`config.mk`:
```
export PLATFORM = sky130hd
export DESIGN_NAME = washer_timer_sensor
export DESIGN_NICKNAME = d
export VERILOG_FILES = /design/src/rtl/washer_timer_sensor.sv
export SDC_FILE = /design/constraint.sdc
export NUM_CORES = 1
export LEC_CHECK = 0
export BUFFER_PORTS_ARGS = -buffer_cell sky130_fd_sc_hd__buf_4
export CAP_MARGIN = 40
export CORE_UTILIZATION = 60
export DETAILED_ROUTE_END_ITERATION = 10
export MAX_ROUTING_LAYER = met4
export PLACE_DENSITY = 0.83
export SLEW_MARGIN = 10
export SYNTH_ARGS = -nofsm -noshare
export SYNTH_HDL_FRONTEND = slang
export SYNTH_SLANG_ARGS = --single-unit
```
`constraint.sdc`:
```
create_clock -name clk -period 5.2 [get_ports clk]
set_input_delay 1.3 -clock clk [delete_from_list [all_inputs] [get_ports clk]]
set_output_delay 1.3 -clock clk [all_outputs]
set_load 0.02 [all_outputs]
```
`src/rtl/washer_timer_sensor.sv`:
```
// washer_timer_sensor: water-level model and wash/rinse/spin phase timer feeding the washer controller.
module washer_timer_sensor #(
    parameter int CLK_DIV     = 4,
    parameter int WASH_TICKS  = 8,
    parameter int RINSE_TICKS = 6,
    parameter int SPIN_TICKS  = 5,
    parameter int LEVEL_MAX   = 10,
    parameter int CNT_W       = 8
) (
    input  logic             clk,
    input  logic             reset,
    input  logic             fill_value_on,
    input  logic             drain_value_on,
    input  logic             motor_on,
    input  logic             door_lock,
    input  logic             water_wash,
    output logic             filled,
    output logic             drained,
    output logic             cycle_timeout,
    output logic             spin_timeout,
    output logic [CNT_W-1:0] level,
    output logic [2:0]       phase,
    output logic             fault
);
    localparam int PW = CLK_DIV > 1 ? $clog2(CLK_DIV) : 1;
    localparam logic [PW-1:0]    PRE_LAST = PW'(CLK_DIV - 1);
    localparam logic [CNT_W-1:0] WASH_D   = CNT_W'(WASH_TICKS == 0 ? 1 : WASH_TICKS);
    localparam logic [CNT_W-1:0] RINSE_D  = CNT_W'(RINSE_TICKS == 0 ? 1 : RINSE_TICKS);
    localparam logic [CNT_W-1:0] SPIN_D   = CNT_W'(SPIN_TICKS == 0 ? 1 : SPIN_TICKS);
    localparam logic [CNT_W-1:0] LM       = CNT_W'(LEVEL_MAX);

    typedef enum logic [2:0] {
        IDLE      = 3'd0,
        AGITATE   = 3'd1,
        AGI_DONE  = 3'd2,
        SPIN      = 3'd3,
        SPIN_DONE = 3'd4
    } state_t;

    state_t           state, state_n;
    logic [PW-1:0]    pre;
    logic             tick;
    logic [CNT_W-1:0] cnt, dur;

    assign tick    = pre == PRE_LAST;
    assign filled  = level == LM;
    assign drained = level == '0;

    always_ff @(posedge clk or negedge reset) begin
        if (!reset) pre <= '0;
        else        pre <= tick ? '0 : pre + 1'b1;
    end

    // Simultaneous fill and drain holds the level and latches the fault on any clock.
    always_ff @(posedge clk or negedge reset) begin
        if (!reset) begin
            level <= '0;
            fault <= 1'b0;
        end else begin
            if (tick && fill_value_on && !drain_value_on && level < LM) level <= level + 1'b1;
            else if (tick && drain_value_on && !fill_value_on && level != '0) level <= level - 1'b1;
            if (fill_value_on && drain_value_on) fault <= 1'b1;
        end
    end

    always_ff @(posedge clk or negedge reset) begin
        if (!reset) begin
            state <= IDLE;
            cnt   <= '0;
            dur   <= WASH_D;
        end else begin
            state <= state_n;
            if (state_n != state) cnt <= '0;
            else if (tick && (state == AGITATE || state == SPIN)) cnt <= cnt + 1'b1;
            if (state == IDLE && state_n == AGITATE) dur <= water_wash ? RINSE_D : WASH_D;
        end
    end

    always_comb begin
        state_n = state;
        case (state)
            IDLE:
                if (motor_on && door_lock) state_n = AGITATE;
                else if (drain_value_on && water_wash && drained && door_lock) state_n = SPIN;
            AGITATE:
                if (!door_lock) state_n = IDLE;
                else if (tick && cnt == dur - 1'b1) state_n = AGI_DONE;
            AGI_DONE:
                if (!door_lock || !motor_on) state_n = IDLE;
            SPIN:
                if (!door_lock) state_n = IDLE;
                else if (tick && cnt == SPIN_D - 1'b1) state_n = SPIN_DONE;
            SPIN_DONE:
                if (!drain_value_on || !door_lock) state_n = IDLE;
            default:
                state_n = IDLE;
        endcase
    end

    always_comb begin
        cycle_timeout = state == AGI_DONE;
        spin_timeout  = state == SPIN_DONE;
        phase         = state;
    end
endmodule
```
* Word level (Yosys, flattened, before mapping)
Cells that the tools add are included.
** Cells by class
- Muxes and demuxes :: 15
- Reduce and logical (&&, ||, !) cells :: 27
- Equal/unequal tests :: 10
- Magnitude comparators :: 1
- Add/subtract/negate cells :: 5
** Operator list (number)
- $mux 8 :: 4
- $mux 3 :: 8
- $add 8x1->8 const B :: 2
- $sub 8x1->8 const B :: 2
- $logic_and 1x1->1 :: 15
- $pmux 3 s5 :: 1
- $eq 8x3->1 const B :: 1
- $eq 8x4->1 const B :: 1
- $eq 8x8->1 :: 1
- $logic_not 8->1 :: 1
- $lt 8x4->1 const B :: 1
- $reduce_bool 8->1 :: 1
- $eq 3x1->1 const B :: 2
- $eq 3x2->1 const B :: 2
- $logic_not 1->1 :: 4
- $mux 4 :: 1
- $reduce_bool 2->1 :: 2
- $eq 3x3->1 const B :: 1
- $logic_not 3->1 :: 1
- $logic_or 1x1->1 :: 3
- $ne 3x3->1 :: 1
- $add 2x1->2 const B :: 1
- $eq 2x2->1 const B :: 1
- $mux 2 :: 1
** Word-level totals
- Register bits :: 30
- Output and inout bits :: 16
- Word-level logic and storage cells :: 64
- Input port bits :: 7

* Logic depth before layout (Yosys ltp)
Gate-level depths: netlist (run 1).
- Depth after elaboration :: 8
- Depth in mapped cells :: 10
- Depth with buffers taken out :: 10

* Worst setup path before layout (run 1)
OpenSTA, ideal clock, no wires.
- Path type :: input -> register
- Start point :: input port fill_value_on
- End point :: register level[7]
- Arrival time :: 2963 ps
- Library setup time :: 119 ps
- Cell stages on the path :: 9
- Path buffers :: 0
- Path slack :: 2118 ps
- Cells stage by stage :: nand2_1 > nor3_1 > nand2_1 > ha_1 > a21oi_1 > o211ai_1 > o41ai_1 > mux2i_1 > o21a_1
** Between the ends
- Word-level cells in the longest chain between the ends :: 4
** Ends and longest elaborated chain
- start, declared :: RTL line 12 : input logic fill_value_on,
- $logic_and 1x1->1 / $logic_not 1->1 (equally long branches) :: RTL line 60, 61
- $logic_and 1x1->1 (on tied branches) (2 in a row) :: RTL line 60, 61
- $mux 8 / $reduce_bool 2->1 (equally long branches)
- end signal, assigned :: RTL line 60 : if (tick && fill_value_on && !drain_value_on && level < LM) level <= level + 1'b1;
- end signal, assigned :: RTL line 61 : else if (tick && drain_value_on && !fill_value_on && level != '0) level <= level - 1'b1;
- end, declared :: RTL line 21 : output logic [CNT_W-1:0] level,
Parallel ways exist; a longest one is shown, timed or not.
A chain may end at the register's enable or synchronous reset.

* Worst setup path in the final report (run 1)
- Start point :: register level[6]
- End point :: output port filled
** Between the ends
- Word-level cells in the longest chain between the ends :: 1
** Ends and longest elaborated chain
- $eq 8x4->1 :: RTL line 46 : assign filled = level == LM;
- end, declared :: RTL line 17 : output logic filled,
Every way passes these cells.

==> results of run 1 <==
## registers in the layout, indices dropped and copies added, names as in the netlist
signal and flops:
cnt 8, dur 2, fault 1, level 8, phase 3, pre 2
## cell usage after synthesis (all sizes together), types with 4 or more instances
library cell,count,share of area
a21oi,7,0.022
dfrtp,23,0.37
ha,10,0.080
inv,6,0.014
mux2,7,0.050
nand2,11,0.026
nand3,6,0.019
nor2,11,0.026
nor3,13,0.041
o21ai,4,0.013
xnor2,10,0.056
xor2,4,0.022
## layout by cell type, fill, tap and decap left out, types with 4 or more instances in the layout
| cell | instances |
|---|---|
| buf_4 | 22 |
| inv_1 | 6 |
| xor2_1 | 4 |
| a21oi_1 | 7 |
| nor2_1 | 11 |
| ha_1 | 10 |
| nand2_1 | 11 |
| mux2_2 | 4 |
| xnor2_1 | 10 |
| nor3_1 | 13 |
| dfrtp_1 | 23 |
| nand3_1 | 6 |
## stage by stage
stage | hold slack, ps | instance area, sq um
floorplan | 403 | 1570
detailed placement | 432 | 1750
finish | 444 | 1790
global placement | 414 | 1750
CTS | 450 | 1790
global route | 454 | 1790
## cell families after synthesis
group | count (synthesis) | synth area share
xor gates and xnor gates | 14 | 0.0781
buffers and inverters | 9 | 0.0271
DFF | 24 | 0.383
muxes | 8 | 0.0566
and+or+nand+nor | 66 | 0.235
AOI/OAI and AO/OA | 24 | 0.127
adders and majority gates | 11 | 0.0924
## metal layers
metal / vias to the layer above / routed length (um) / GRT usage
met4: 0 / 46 / 0.105
met1: 605 / 1470 / 0.328
met2: 41 / 1510 / 0.414
li1: 611 / - / -
met5: - / 0 / -
met3: 5 / 126 / 0.0259
## worst max path at each step
stage	to	slack, ps
after CTS	filled	2040
after global placement	level[7]$_DFFE_PN0P_	1880
final	filled	2060
after global routing	level[7]$_DFFE_PN0P_	1880
after detailed placement	level[7]$_DFFE_PN0P_	1810
after floorplan	level[7]$_DFFE_PN0P_	2120
## final cells by class
type,count,share of cell area
multi-input combinational,123,0.517
tap,30,0.0210
sequential,24,0.336
clock buffer,4,0.0203
inverter,6,0.0126
timing repair buffer,22,0.0923
## power by group through the flow
| stage | clock network (W) | logic [W] | registers (W) |
|---|---|---|---|
| floorplan | 0 | 0.000269 | 0.000327 |
| global placement | 0 | 0.000405 | 0.000300 |
| detailed placement | 0 | 0.000417 | 0.000306 |
| CTS | 0.000103 | 0.000420 | 0.000302 |
| global route | 0.000110 | 0.000462 | 0.000311 |
| finish | 0.0000995 | 0.000421 | 0.000302 |
==> metrics.md, run 1 <==
| Metric | Value |
|---|---|
| F_max | `319 MHz` |
| Syn Std Cell Area | `1570 sq um` |
| Clk network pwr share | `0.121` |
| TritonCTS buffer count | `3` |
| CTS tree | `done` |
| Initial Util | `0.634` |
| Critical R2R Launch | `level[6]$_DFFE_PN0P_` |
| CP Buf/Inv Count | `1` |
| CTS Hold Buffers Added | `0` |
| First-pass GRT wire length | `5.05 mm` |
| Total power | `0.000822 W` |
| Worst vdd ir | `0.444 mV` |
| Synthesized Nets | `174` |
| Post-synthesis sequential area ratio | `0.383` |
| CTS clk-pin slew, worst paths | `130 ps` |
| Die area | `2830 sq um` |
| Clock Path Buffers | `2` |
| # IOs | `23` |
| CP required | `3900 ps` |
| Port Buffers | `22` |
| Comb pwr share | `0.512` |
| Gate Count Post-Synth | `156` |
| Row Count | `18` |
| Min-Delay Path Class | `reg2reg` |
| Via/cell ratio | `6.04` |
| Final period util | `0.603` |
| Worst setup EP type | `output port` |
| MaxCap Viol Count | `0` |
| Critical path, cell by cell | `or4_4, nor4_1, buf_4` |
| Core area | `2480 sq um` |
| Filler cells | `195` |
| Min Tclk post-route | `3140 ps` |
| Hold Path Stages | `1` |
| Number of antenna violations at the first check in global routing | `0` |
| Placed cell count | `205` |
| Antenna Cells | `0` |
| Post-DRT Antenna Nets | `0` |
| Async SR Flop Fraction | `1.00` |
| Worst reg2reg path depth | `9` |
| CP delay by family, top | `simple AND/OR/NAND/NOR gates` |
| CP startpoint | `level[6]$_DFFE_PN0P_` |
| Internal power | `0.000477 W` |
| CTS sink cnt | `24` |
| Worst slew pin tran | `502 ps` |
| Capture point of the worst reg-to-reg path | `level[7]$_DFFE_PN0P_` |
| Fin. max-slew vios | `0` |
| WL final | `3.15 mm` |
| FF-to-FF setup slack | `2260 ps` |
| Reg area | `602 sq um` |
| Final TNS setup | `0 ps` |
| Post-synth EDFFs | `0` |
| Critical path type | `reg2out` |
| Net Switching | `0.000345 W` |
| WP depth | `3` |
| P_leak | `0.766 nW` |
| Sw frac | `0.420` |
| Clock latency at the later pin of the worst-skew pair | `320 ps` |
| Setup crit start kind | `flip-flop` |
| Run status | `complete, no violations` |
| Gr ovfl total | `0` |
| Crit-path max FO | `4` |
| Post-DP HPWL | `2.39 mm` |
| RePlAce Congestion | `0.836` |
| Setup Fix Bufs, Post-CTS | `0` |
| Endpoints failing setup | `0` |
| Layout cell share with drive strength beyond 1 | `0.218` |
| Largest stage delay, worst path | `590 ps` |
| Root Buffer | `clkbuf_4` |
| Synthesis-to-finish area growth | `13.9%` |
| Syn Area/Cell | `10.1 sq um` |
| Final nets | `198` |
| Seq pwr share | `0.367` |
| Slew headroom | `0.661` |
| Largest net degree at the start of global routing | `25` |
| Clk_skew | `5.87 ps` |
| Vias | `1,262` |
| DIE WIDTH | `53.2 um` |
| YS warnings | `0` |
| Die height | `53.2 um` |
| HP Start | `pre[0]$_DFF_PN0_` |
| RSZ-0062 raised after global routing | `no` |
| Footprint of the multi-input gates | `926 sq um` |
| Htree depth | `1` |
| Drt drc | `0` |
| Drt initial violations | `29` |
| CP arrival | `1840 ps` |
| Final Util | `0.722` |
| Worst hold path endpoint | `pre[0]$_DFF_PN0_` |
| Gr usage total | `0.256` |
| Non-filler instance count after layout | `209` |
| Most used DFF post-synth | `dfrtp_1` |
| Vias in the first global route | `1,138` |
| Flops & latches, synth | `24` |
| Drt pass-1 iters | `4` |
| Final Hold Viols | `0` |
| WL/cell | `15.1 um` |
| Synth unique cells | `46` |
| PD cells | `459 nW/um^2` |
| Post_cts resized | `0` |
| CP max-delay cell | `or4_4` |
| Fin worst setup slack | `2060 ps` |
| Setup WS pre-CTS | `1810 ps` |
Note: power is estimated with default switching activity, not from simulation.
==> run 2: changes to the inputs <==
--- a/config.mk
+++ b/config.mk
@@ -7,10 +7,10 @@
 export LEC_CHECK = 0
 export BUFFER_PORTS_ARGS = -buffer_cell sky130_fd_sc_hd__buf_4
 export CAP_MARGIN = 40
-export CORE_UTILIZATION = 60
+export CORE_UTILIZATION = 51
 export DETAILED_ROUTE_END_ITERATION = 10
 export MAX_ROUTING_LAYER = met4
-export PLACE_DENSITY = 0.83
+export PLACE_DENSITY = 0.75
 export SLEW_MARGIN = 10
 export SYNTH_ARGS = -nofsm -noshare
 export SYNTH_HDL_FRONTEND = slang
==> constraint.sdc (replaced) <==
create_clock -name clk -period 2.65 [get_ports clk]
set_input_delay 0.6625 -clock clk [delete_from_list [all_inputs] [get_ports clk]]
set_output_delay 0.6625 -clock clk [all_outputs]
set_load 0.02 [all_outputs]
==> run 2 against run 1 <==
The run now ends with design-rule violations, negative setup slack left. Global-route usage is 2.5 points lower. Sequential share of layout area down 3.6 points. Clock skew increased by 2.5 ps. Sequential power is 97% higher. Combinational power grew to 2.6 times the previous value. Final cell count is 6.2% higher. Critical path type is now reg2reg.
==> metrics.md, run 2 (synthesized netlist as in run 1, its figures left out) <==
| Metric | Value |
|---|---|
| Run status | `complete, but fails checks` |
| Failing checks | `design-rule violations, negative setup slack` |
| Clock latency at the later pin of the worst-skew pair | `330 ps (about the same)` |
| Final Hold Viols | `0 (unchanged)` |
| CTS sink cnt | `24 (unchanged)` |
| CP delay by family, top | `simple AND/OR/NAND/NOR gates` |
| RePlAce Congestion | `0.859 (+2.7%)` |
| Core area | `2830 sq um (+14%)` |
| CP arrival | `2950 ps (+1110 ps)` |
| Critical path, cell by cell | `or4_4, nor3_4, nand2_4, buf_12, ha_4, nand3_2, o211ai_1, buf_4, nor2_1, xnor2_1, mux2_2` |
| Post-DP HPWL | `2.43 mm (+1.7%)` |
| Reg area | `604 sq um (+0.42%)` |
| Die area | `3310 sq um (+17%)` |
| WHS | `205 ps (-239 ps)` |
| Vias in the first global route | `1,265 (+11%)` |
| Placed Area | `1810 sq um (+3.1%)` |
| WL final | `3.57 mm (+13%)` |
| Commonest cells after routing, fill and taps aside | `33 x buf_4, 21 x dfrtp_1, 12 x nor3_1` |
| Slew headroom | `0.683 (+0.0222)` |
| CTS clk-pin slew, worst paths | `140 ps (about the same)` |
| Worst setup EP type | `flip-flop` |
| Footprint of the multi-input gates | `1020 sq um (+11%)` |
| TritonCTS buffer count | `3 (unchanged)` |
| Filler cells | `201 (+3.1%)` |
| Htree depth | `1 (unchanged)` |
| Final Instance Area | `2010 sq um (+12%)` |
| Drt pass-1 iters | `7 (+3)` |
| Gr ovfl total | `0 (unchanged)` |
| Die height | `57.5 um (+8.2%)` |
| Endpoints failing setup | `3 (+3)` |
| Port Buffers | `22 (unchanged)` |
| Worst slew pin tran | `475 ps (-27.8 ps)` |
| WL/cell | `16.1 um (+6.7%)` |
| Synthesis-to-finish area growth | `28.0%` |
| WP depth | `11 (+8)` |
| P_leak | `0.859 nW (+12%)` |
| CP required | `2870 ps (-1030 ps)` |
| Vias | `1,321 (+4.7%)` |
| RSZ-0062 raised after global routing | `yes` |
| Layout cell share with drive strength beyond 1 | `0.340 (+0.122)` |
| Final nets | `210 (+6.1%)` |
| # IOs | `23 (unchanged)` |
| Total power | `0.00195 W (+140%)` |
| Critical path type | `reg2reg` |
| Clk_skew | `8.38 ps (+2.51 ps)` |
| Drt initial violations | `90 (+210%)` |
| CP Buf/Inv Count | `2 (+1)` |
| Setup crit start kind | `flip-flop` |
| Min-Delay Path Class | `in2async` |
| Root Buffer | `clkbuf_4` |
| Drt drc | `3 (+3)` |
| First-pass GRT wire length | `5.66 mm (+12%)` |
| Clock Path Buffers | `2 (unchanged)` |
| Fin worst setup slack | `-73.5 ps (-2140 ps)` |
| Antenna Cells | `0 (unchanged)` |
| Min Tclk post-route | `2720 ps` |
| DIE WIDTH | `57.5 um (+8.2%)` |
| PD cells | `973 nW/um^2 (+110%)` |
| Post-DRT Antenna Nets | `0 (unchanged)` |
| Worst vdd ir | `0.797 mV (+80%)` |
| Worst reg2reg path depth | `11 (+2)` |
| CP max-delay cell | `or4_4` |
| Crit-path max FO | `5 (+1)` |
| Number of antenna violations at the first check in global routing | `0 (unchanged)` |
| Final period util | `1.03` |
| F_max | `367 MHz` |
| Row Count | `19 (+1)` |
| Initial Util | `0.555 (-0.0788)` |
| MaxCap Viol Count | `0 (unchanged)` |
| Gr usage total | `0.231 (-0.0254)` |
| CTS tree | `done` |
| CTS Hold Buffers Added | `0 (unchanged)` |
| Fin. max-slew vios | `0 (unchanged)` |
| Via/cell ratio | `5.95 (-1.5%)` |
| Largest stage delay, worst path | `560 ps (-30 ps)` |
| Most common cell after layout, fill and taps aside | `buf_4` |
| Largest net degree at the start of global routing | `25 (unchanged)` |
-- run 2: cell count changes in the layout (fill, tap and decap cells not counted), moves of 2 or more --
cell and change:
dfrtp_2 +2, ha_1 -4, nand3_1 -2, buf_4 +11
ha_4 +4, nand3_2 +2, dfrtp_1 -2
-- run 2: metal layers --
layer  vias to the layer above  share of wire  track usage
li1                        636              -            -
met1                       646           0.45        0.274
met2                        30           0.49        0.395
met3                         9          0.029       0.0317
met4                         0          0.021       0.0871
met5                         -              0            -
-- run 2: worst register-to-register path, delay by kind of cell, from the launching register on --
family,cells,cell delay (ps)
AO/OA/AOI/OAI,1,260
XOR/XNOR,1,110
buffers and inverters,2,320
AND/OR/NAND/NOR,5,960
multiplexers,1,250
adder cells (fa/ha/maj),1,300
flip-flops,1,420
-- run 2: layout make-up --
| type | count | area share |
|---|---|---|
| well taps | 31 | 0.0193 |
| flip-flops and latches | 24 | 0.301 |
| inverters | 6 | 0.0112 |
| clock inverters | 1 | 0.0149 |
| repair buffers | 34 | 0.133 |
| multi-input cells | 123 | 0.509 |
| clock buffers | 3 | 0.0112 |
-- run 2: through the flow --
stage	instances	utilization	setup slack [ps]	setup TNS [ps]
finish	222	0.710	-73.5	-142
global placement	211	0.639	63.3	0
floorplan	156	-	27.5	0
global route	222	0.710	-158	-404
detailed placement	211	0.639	-60.2	-107
CTS	218	0.686	2.19	0
-- run 2: final timing paths --
kind | end | from | slack, ps
max | level[5]$_DFFE_PN0P_ | level[6]$_DFFE_PN0P_ | -70
min | cnt[7]$_DFFE_PN0P_ | reset | 200
max reg2reg | level[5]$_DFFE_PN0P_ | level[6]$_DFFE_PN0P_ | -70
min reg2reg | pre[0]$_DFF_PN0_ | pre[0]$_DFF_PN0_ | 430
max in group asynchronous | dur[3]$_DFFE_PN1P_ | reset | 2160
min in group clk | pre[0]$_DFF_PN0_ | pre[0]$_DFF_PN0_ | 430
-- run 2: repair_timing --
action                                  4_1_cts  5_1_grt
pin swaps                                     3        7
setup buffers                                 3        4
gates resized for setup                       6        5
endpoints found under the setup margin        3        3
-- run 2: power breakdown --
part | leakage [nW] | internal (W) | switching [W] | total [W]
logic | 0.533 | 0.000561 | 0.000527 | 0.00109
registers | 0.298 | 0.000461 | 0.000134 | 0.000594
clock network | 0.0279 | 0.000153 | 0.000119 | 0.000272
==> run 3: changes to the inputs <==
--- a/config.mk
+++ b/config.mk
@@ -11,6 +11,7 @@
 export DETAILED_ROUTE_END_ITERATION = 10
 export MAX_ROUTING_LAYER = met4
 export PLACE_DENSITY = 0.75
+export SKIP_CTS_REPAIR_TIMING = 1
 export SLEW_MARGIN = 10
 export SYNTH_ARGS = -nofsm -noshare
 export SYNTH_HDL_FRONTEND = slang
==> run 3 against run 2 <==
Global-route usage shrank 1.4 points. Power shrank 1.8%. Fmax grew 1.0%. Via count shrank 1.4%. Critical endpoint is now level[6]$_DFFE_PN0P_. Clock skew shrank 1.7 ps. The flow still finishes with violations (design-rule violations, negative setup slack).
==> metrics.md, run 3 (synthesized netlist as in run 1, its figures left out) <==
| Metric | Value |
|---|---|
| Run status | `complete, but fails checks` |
| Failing checks | `design-rule violations, negative setup slack` |
| Clock latency at the later pin of the worst-skew pair | `330 ps (about the same)` |
| Initial Util | `0.555 (unchanged)` |
| # IOs | `23 (unchanged)` |
| DIE WIDTH | `57.5 um (unchanged)` |
| CP max-delay cell | `or4_4` |
| Worst setup EP type | `flip-flop` |
| Sw frac | `0.404 (+0.00521)` |
| Gr ovfl total | `0 (unchanged)` |
| Critical path, cell by cell | `or4_4, nor3_4, nand2_4, fa_2, a211oi_2, o21bai_1, a21oi_1, xnor2_1, mux2_2` |
| Critical path type | `reg2reg` |
| Filler cells | `216 (+7.5%)` |
| RePlAce Congestion | `0.859 (unchanged)` |
| Worst vdd ir | `0.798 mV (about the same)` |
| Final Hold Viols | `0 (unchanged)` |
| Antenna Cells | `0 (unchanged)` |
| TritonCTS buffer count | `3 (unchanged)` |
| CTS sink cnt | `24 (unchanged)` |
| Slew headroom | `0.685 (+0.00174)` |
| CP arrival | `2920 ps (-30 ps)` |
| Htree depth | `1 (unchanged)` |
| Gr usage total | `0.217 (-0.0137)` |
| Non-filler instance count after layout | `216 (-2.7%)` |
| WP depth | `9 (-2)` |
| Drt pass-1 iters | `7 (unchanged)` |
| Vias | `1,302 (-1.4%)` |
| CP delay by family, top | `simple AND/OR/NAND/NOR gates` |
| CP required | `2870 ps (about the same)` |
| Drt drc | `3 (unchanged)` |
| Number of antenna violations at the first check in global routing | `0 (unchanged)` |
| First-pass GRT wire length | `5.35 mm (-5.4%)` |
| Clk_skew | `6.69 ps (-1.69 ps)` |
| Footprint of the multi-input gates | `1020 sq um (-0.24%)` |
| Placed cell count | `211 (unchanged)` |
| Die height | `57.5 um (unchanged)` |
| Min Tclk post-route | `2700 ps (-26.8 ps)` |
| WL final | `3.44 mm (-3.8%)` |
| Fin. max-slew vios | `0 (unchanged)` |
| Clock Path Buffers | `2 (unchanged)` |
| Row Count | `19 (unchanged)` |
| Largest net degree at the start of global routing | `25 (unchanged)` |
| Final period util | `1.02 (-0.0101)` |
| PD cells | `985 nW/um^2 (+1.2%)` |
| Fin worst setup slack | `-46.7 ps (+26.8 ps)` |
| Endpoints failing setup | `2 (-1)` |
| Die area | `3310 sq um (unchanged)` |
| Crit-path max FO | `6 (+1)` |
| Port Buffers | `22 (unchanged)` |
| CTS clk-pin slew, worst paths | `150 ps (about the same)` |
| CP Buf/Inv Count | `0 (-2)` |
| Drt initial violations | `79 (-12%)` |
| Commonest cells after routing, fill and taps aside | `28 x buf_4, 21 x dfrtp_1, 12 x nor3_1` |
| Worst reg2reg path depth | `9 (-2)` |
| Worst slew pin tran | `472 ps (-2.60 ps)` |
| Net Switching | `0.000776 W (-0.51%)` |
| Total power | `0.00192 W (-1.8%)` |
| Vias in the first global route | `1,209 (-4.4%)` |
| F_max | `371 MHz (+1.0%)` |
| Post-DRT Antenna Nets | `0 (unchanged)` |
| Core area | `2830 sq um (unchanged)` |
| Min-Delay Path Class | `in2async` |
| Via/cell ratio | `6.03 (+1.3%)` |
| Comb pwr share | `0.544 (-0.013)` |
| Largest stage delay, worst path | `540 ps (-20 ps)` |
| WL/cell | `15.9 um (-1.1%)` |
| MaxCap Viol Count | `0 (unchanged)` |
| Internal power | `0.00114 W (-2.6%)` |
| P_leak | `0.824 nW (-4.1%)` |
| Clk network pwr share | `0.143 (+0.004)` |
| WHS | `202 ps (-2.66 ps)` |
| Seq pwr share | `0.313 (+0.009)` |
| Layout cell share with drive strength beyond 1 | `0.308 (-0.0322)` |
| Setup WS pre-CTS | `-60.2 ps (unchanged)` |
| Setup crit start kind | `flip-flop` |
| Root Buffer | `clkbuf_4` |
| RSZ-0062 raised after global routing | `yes` |
| Synthesis-to-finish area growth | `24.1%` |
| Reg area | `604 sq um (unchanged)` |
| Final nets | `204 (-2.9%)` |
| Post-DP HPWL | `2.43 mm (unchanged)` |
| Most common cell after layout, fill and taps aside | `buf_4` |
| CTS tree | `done` |
[run 3: power groups by stage]
stage          clock, W  combinational, W  sequential, W
6_report       0.000274           0.00104       0.000602
5_1_grt        0.000285           0.00112       0.000615
4_1_cts        0.000277          0.000897       0.000587
3_5_place_dp          0          0.000895       0.000594
3_3_place_gp          0          0.000871       0.000585
2_1_floorplan         0          0.000547       0.000646
[run 3: per-stage QoR]
stage                      util  setup TNS, ps  instance area, sq um
final                     0.689          -47.6                  1950
after global routing      0.689           -328                  1950
after CTS                 0.657           -162                  1860
after detailed placement  0.639           -107                  1810
after global placement    0.639              0                  1810
after floorplan               -              0                  1590
[run 3: cell type report]
type,count,area share
Timing Repair Buffer,28,0.108
Multi-Input combinational cell,123,0.524
Clock inverter,1,0.0154
Inverter,6,0.0116
Sequential cell,24,0.310
Tap cell,31,0.0199
Clock buffer,3,0.0116
[run 3: routing by layer]
metal	vias up	routed length, um	global-route usage
li1	626	-	-
met1	633	1520	0.260
met2	34	1750	0.369
met3	9	120	0.0317
met4	0	55	0.0801
met5	-	0	-
[run 3: path summary, 6_finish.rpt]
check / from / endpoint / slack, ps
hold / removal: reset / cnt[7]$_DFFE_PN0P_ / 200
setup reg to reg: level[7]$_DFFE_PN0P_ / level[6]$_DFFE_PN0P_ / -50
max in group asynchronous: reset / dur[3]$_DFFE_PN1P_ / 2160
min in group clk: pre[0]$_DFF_PN0_ / pre[0]$_DFF_PN0_ / 440
setup / recovery: level[7]$_DFFE_PN0P_ / level[6]$_DFFE_PN0P_ / -50
hold reg to reg: pre[0]$_DFF_PN0_ / pre[0]$_DFF_PN0_ / 440
